**config.mk**
```make
export PLATFORM = sky130hd
export DESIGN_NAME = muldiv_unit
export DESIGN_NICKNAME = d
export VERILOG_FILES = /design/src/rtl/muldiv_unit.sv
export SDC_FILE = /design/constraint.sdc
export NUM_CORES = 1
export LEC_CHECK = 0
export ABC_CLOCK_PERIOD_IN_PS = 3600
export BUFFER_PORTS_ARGS = -buffer_cell sky130_fd_sc_hd__buf_2
export CAP_MARGIN = 20
export CORE_MARGIN = 4
export CORE_UTILIZATION = 55
export DETAILED_ROUTE_END_ITERATION = 8
export GPL_ROUTABILITY_DRIVEN = 0
export MAX_ROUTING_LAYER = met4
export PLACE_DENSITY = 0.75
export SLEW_MARGIN = 10
export SYNTH_ARGS = -nofsm -noshare
export SYNTH_HDL_FRONTEND = slang
export SYNTH_SLANG_ARGS = --single-unit
```
**constraint.sdc**
```tcl
create_clock -name clk -period 3.6 [get_ports clk]
set_input_delay 0.36 -clock clk [delete_from_list [all_inputs] [get_ports clk]]
set_output_delay 0.36 -clock clk [all_outputs]
set_load 0.01 [all_outputs]
```
**src/rtl/muldiv_unit.sv**
```systemverilog
// Iterative MULT/MULTU/DIV/DIVU unit holding the architectural HI/LO registers.
// One shift-add or restoring-divide step per RUN cycle, sign fixup in FIX.
module muldiv_unit #(
    parameter int ITER = 32
) (
    input  logic        clk,
    input  logic        rst,
    input  logic        start,
    input  logic [2:0]  op,
    input  logic [31:0] rs_val,
    input  logic [31:0] rt_val,
    input  logic [7:0]  ex_exception,
    input  logic        rd_req,
    input  logic        flush,
    output logic        busy,
    output logic        stall_req,
    output logic        done,
    output logic [31:0] hi,
    output logic [31:0] lo
);

    typedef enum logic [1:0] {IDLE, RUN, FIX} state_t;

    localparam logic [4:0] LAST_ITER = 5'(ITER - 1);

    state_t      state_q, state_d;
    logic [4:0]  cnt_q, cnt_d;
    logic [63:0] acc_q, acc_d;
    logic [31:0] opnd_q, opnd_d;
    logic [31:0] rs_orig_q, rs_orig_d;
    logic        is_div_q, is_div_d;
    logic        neg_res_q, neg_res_d;
    logic        neg_rem_q, neg_rem_d;
    logic        div_zero_q, div_zero_d;
    logic [31:0] hi_q, hi_d;
    logic [31:0] lo_q, lo_d;
    logic        done_q, done_d;

    logic        accept;
    logic        signed_op;
    logic [31:0] mag_rs, mag_rt;
    logic [32:0] mul_sum;
    logic [32:0] div_shift, div_diff;
    logic [63:0] prod_neg;

    assign busy      = (state_q != IDLE);
    assign stall_req = busy && (start || rd_req);
    assign done      = done_q;
    assign hi        = hi_q;
    assign lo        = lo_q;

    assign accept    = start && !busy && !flush && (ex_exception == 8'd0) && (op <= 3'd5);
    assign signed_op = (op == 3'd0) || (op == 3'd2);
    assign mag_rs    = (signed_op && rs_val[31]) ? (~rs_val + 32'd1) : rs_val;
    assign mag_rt    = (signed_op && rt_val[31]) ? (~rt_val + 32'd1) : rt_val;

    // Multiply: add multiplicand into the upper half when the low bit is set, then shift right.
    assign mul_sum   = {1'b0, acc_q[63:32]} + {1'b0, (acc_q[0] ? opnd_q : 32'd0)};
    // Divide: acc holds {partial remainder, remaining dividend bits / quotient bits}.
    assign div_shift = {acc_q[63:32], acc_q[31]};
    assign div_diff  = div_shift - {1'b0, opnd_q};
    assign prod_neg  = ~acc_q + 64'd1;

    always_comb begin
        state_d    = state_q;
        cnt_d      = cnt_q;
        acc_d      = acc_q;
        opnd_d     = opnd_q;
        rs_orig_d  = rs_orig_q;
        is_div_d   = is_div_q;
        neg_res_d  = neg_res_q;
        neg_rem_d  = neg_rem_q;
        div_zero_d = div_zero_q;
        hi_d       = hi_q;
        lo_d       = lo_q;
        done_d     = 1'b0;

        case (state_q)
            IDLE: begin
                if (accept) begin
                    if (op[2]) begin
                        if (op[0]) lo_d = rs_val;
                        else       hi_d = rs_val;
                    end else begin
                        state_d    = RUN;
                        cnt_d      = 5'd0;
                        is_div_d   = op[1];
                        rs_orig_d  = rs_val;
                        div_zero_d = (rt_val == 32'd0);
                        neg_res_d  = signed_op && (rs_val[31] ^ rt_val[31]);
                        neg_rem_d  = signed_op && rs_val[31];
                        opnd_d     = op[1] ? mag_rt : mag_rs;
                        acc_d      = {32'd0, (op[1] ? mag_rs : mag_rt)};
                    end
                end
            end
            RUN: begin
                if (is_div_q) begin
                    if (!div_diff[32]) acc_d = {div_diff[31:0], acc_q[30:0], 1'b1};
                    else               acc_d = {div_shift[31:0], acc_q[30:0], 1'b0};
                end else begin
                    acc_d = {mul_sum, acc_q[31:1]};
                end
                cnt_d = cnt_q + 5'd1;
                if (cnt_q == LAST_ITER) state_d = FIX;
            end
            FIX: begin
                state_d = IDLE;
                done_d  = 1'b1;
                if (!is_div_q) begin
                    {hi_d, lo_d} = neg_res_q ? prod_neg : acc_q;
                end else if (div_zero_q) begin
                    hi_d = rs_orig_q;
                    lo_d = 32'hFFFF_FFFF;
                end else begin
                    lo_d = neg_res_q ? (~acc_q[31:0] + 32'd1) : acc_q[31:0];
                    hi_d = neg_rem_q ? (~acc_q[63:32] + 32'd1) : acc_q[63:32];
                end
            end
            default: state_d = IDLE;
        endcase

        // Flush beats everything, including the FIX-cycle write.
        if (flush) begin
            state_d = IDLE;
            done_d  = 1'b0;
            hi_d    = hi_q;
            lo_d    = lo_q;
        end
    end

    always_ff @(posedge clk) begin
        if (rst) begin
            state_q    <= IDLE;
            cnt_q      <= 5'd0;
            acc_q      <= 64'd0;
            opnd_q     <= 32'd0;
            rs_orig_q  <= 32'd0;
            is_div_q   <= 1'b0;
            neg_res_q  <= 1'b0;
            neg_rem_q  <= 1'b0;
            div_zero_q <= 1'b0;
            hi_q       <= 32'd0;
            lo_q       <= 32'd0;
            done_q     <= 1'b0;
        end else begin
            state_q    <= state_d;
            cnt_q      <= cnt_d;
            acc_q      <= acc_d;
            opnd_q     <= opnd_d;
            rs_orig_q  <= rs_orig_d;
            is_div_q   <= is_div_d;
            neg_res_q  <= neg_res_d;
            neg_rem_q  <= neg_rem_d;
            div_zero_q <= div_zero_d;
            hi_q       <= hi_d;
            lo_q       <= lo_d;
            done_q     <= done_d;
        end
    end

endmodule

```
==> summary.md <==
| Metric | Value |
|---|---|
| Clock transition at path regs | `0.07 ns` |
| Wire per inst | `around 23 µm` |
| IR Drop Worst-Case VDD | `0.0003570 V` |
| Avg Cell Area, Syn | `approximately 7.2 µm²` |
| Status | `completed` |
| Die Height | `182.5 µm` |
| Number of synthesized register bits | `204` |
| PwrDens | `272.0 nW/µm²` |
| Hold Vio Cnt, Final | `0` |
| Setup Total Neg Slack | `0 ns` |
| Final setup fails | `0` |
| GRT Util Overall | `0.3717` |
| Total die area | `33290 µm²` |
| Area leader, netlist | `dfxtp_1` |
| CP max FO | `15` |
| Worst slew pin tran | `between 1 and 1.5 ns` |
| CP startpoint kind | `flop` |
| RSZ-0062 raised after global routing | `true` |
| Async S/R FF share, synth | `0` |
| Post-synth EDFFs | `0` |
| Fin area | `18800 µm²` |
| Vias | `18853` |
| CP required | `4.02 ns` |
| Top cells by area, synth | `dfxtp_1 (24%), a21oi_1 (7.4%), nand2_1 (6.8%), xnor2_1 (5.3%), ha_1 (5.2%)` |
| Iter 0 DRT Violations | `2524` |
| DP Area | `18010 µm²` |
| Max_cap viols | `0` |
| Unique cell type count in the Yosys netlist | `76` |
| Initial antenna violation count | `2` |
| Post-synth top area share | `0.2440` |
| Seq/Total Area, Yosys | `0.2440` |
| Nets@finish | `2545` |
| Vias/cell | `a little under 7` |
| Antenna Nets Post-Route | `0` |
| Post-DP HPWL | `47.59 mm` |
| Syn_nets | `between 2000 and 2500` |
| Final WL | `63.59 mm` |
| TritonCTS Buffers | `23` |
| Ys flop type | `dfxtp_1` |
| Minimum clock period | `between 3 and 4 ns` |
| CORE AREA | `29800 µm²` |
| Clk root buf | `clkbuf_16` |
| Final Max Tran Viols | `0` |
| CTS max path bufs | `3` |
| CTS tree | `yes` |
| Top cells by count, synth | `nand2_1 (303), a21oi_1 (248), dfxtp_1 (204)` |
| Vias in the first global route | `17240` |
| Die W | `approximately 180 µm` |
| DRT Pass-1 Iters | `8` |
| Htree depth | `1` |
| Initial Utilization | `0.5618` |
| Insertion delay to the later sink of the worst-skew pair | `0.54 ns` |
| Leak Pwr | `0.007491 µW` |
| Fin crit share | `0.9511` |
| Clock skew | `0.01806 ns` |
| Reg area | `4089 µm²` |
| Fillers | `roughly 2700` |
| Most common cell in the netlist | `nand2_1` |
| # rows | `63` |
| Setup crit end kind | `flop` |
| Hold/Removal Path Class | `in2reg` |
| Syn Inst Count | `2314` |
| Final core utilization | `0.6311` |
| Layout cells sized above 1 | `0.1361` |
| # hold bufs at CTS | `0` |
| Critical path class | `reg2reg` |
| Yosys warnings | `0` |
| Clk sink count | `roughly 200` |
| Global-route wire length before repair | `~97 mm` |
| Post-Syn Area | `16740 µm²` |
| Arrival time worst endpoint | `between 3 and 4 ns` |
| Relative slew slack | `0.2970` |
| Largest net degree at the start of global routing | `92` |
| Remaining Overflow, GRT | `0` |
| Max Freq | `292.1 MHz` |
| Area occupied by multi-input gates | `approximately 12000 µm²` |
| IO Port Bufs | `146` |
| # DRC | `0` |
| Area grow syn2layout | `12.33%` |
| I/O Pins | `roughly 150` |
==> cells in the final DEF (no fill, tap or decap), types with 11 or more instances in the layout <==
master,Yosys,final
a211oi_1,63,63
a21o_1,22,22
a21oi_1,248,248
a221oi_1,13,13
a22oi_1,18,18
a311oi_1,12,12
a31oi_1,20,20
and2_1,14,14
and3_1,11,11
buf_2,6,145
buf_4,0,93
clkbuf_16,0,23
dfxtp_1,204,202
ha_1,70,70
inv_1,65,65
mux2i_1,60,60
nand2_1,303,303
nand2b_1,21,21
nand3_1,41,41
nor2_1,196,196
nor3_1,54,52
nor4_1,17,17
o211ai_1,36,36
o21a_1,15,15
o21ai_0,151,150
o21ai_1,11,12
o221ai_1,39,39
o22ai_1,14,14
o31ai_1,34,34
or3_1,37,36
xnor2_1,102,102
xor2_1,86,86
==> registers in the layout, indices dropped and copies added (netlist names), 2 cells and up <==
signal     count
hi            32
lo            32
cnt_q          5
acc_q         64
opnd_q        32
rs_orig_q     32
state_q        2
==> routing by layer <==
metal / GRT usage / part of all wire / vias to the layer above
met2: 0.5729 / 0.44 / 1240
met1: 0.4586 / 0.38 / 8768
met3: 0.08810 / 0.12 / 306
li1: - / - / 8539
met4: 0.1807 / 0.065 / 0
met5: - / 0 / -
==> where the power goes <==
group | switching (µW) | leakage, µW | total, µW | internal (µW)
Combinational | 297 | 0.00546 | 419 | 122
Sequential | 0.525 | 0.00164 | 2260 | 2260
Clock | 1030 | 0.000392 | 2440 | 1410
==> area by class of cell <==
class	count	area share
inverter	67	0.01338
tap	390	0.02595
timing repair buffer	241	0.07892
antenna	3	0.0003993
clock buffer	29	0.03394
sequential	204	0.2175
multi-input combinational	1856	0.6230
clock inverter	13	0.006920
==> worst max-delay path, cell delays in order (launching register included) <==
cell      delay [ns]
dfxtp_1         0.35
inv_1           0.33
buf_4           0.29
nor2_1          0.06
ha_1            0.29
nand2_1         0.06
or3_1           0.32
or3_1           0.39
o21ai_0         0.25
o221ai_1        0.34
and4_1          0.33
a211oi_1        0.20
nand3_1         0.09
==> cell families after synthesis <==
group,after synthesis,share of synthesized area
compound gates,767,0.2945
xor+xnor,188,0.09837
fa+ha+maj,72,0.05472
buf+inv,254,0.05883
flops,204,0.2440
mux,65,0.03924
simple gates,764,0.2103
==> metrics by stage <==
| step | total power, µW | std cells | hold WS, ns | setup WS, ns |
|---|---|---|---|---|
| final | 5115 | 2803 | 0.1525 | 0.1761 |
| after global placement | 2701 | 2756 | 0.4371 | 0.2861 |
| after floorplan | 2513 | 2314 | 0.4311 | 0.2943 |
| after detailed placement | 2706 | 2756 | 0.4425 | 0.2816 |
| after global routing | 5224 | 2803 | 0.1685 | -0.01860 |
| after CTS | 5098 | 2798 | 0.1391 | 0.2451 |
==> path summary, 6_finish.rpt <==
check                 start            to  slack, ns  cells after the start
setup / recovery   acc_q[0]     acc_q[59]       0.18                     12
hold / removal    rs_val[5]  rs_orig_q[5]       0.15                      3
setup reg to reg   acc_q[0]     acc_q[59]       0.18                     12
hold reg to reg      lo[10]        lo[10]       0.45                      2
==> timing repair <==
item	in CTS	in global routing
endpoints found under the setup margin	0	3
setup buffers	0	1
gates resized for setup	0	1
(Power assumes the default switching activity.)
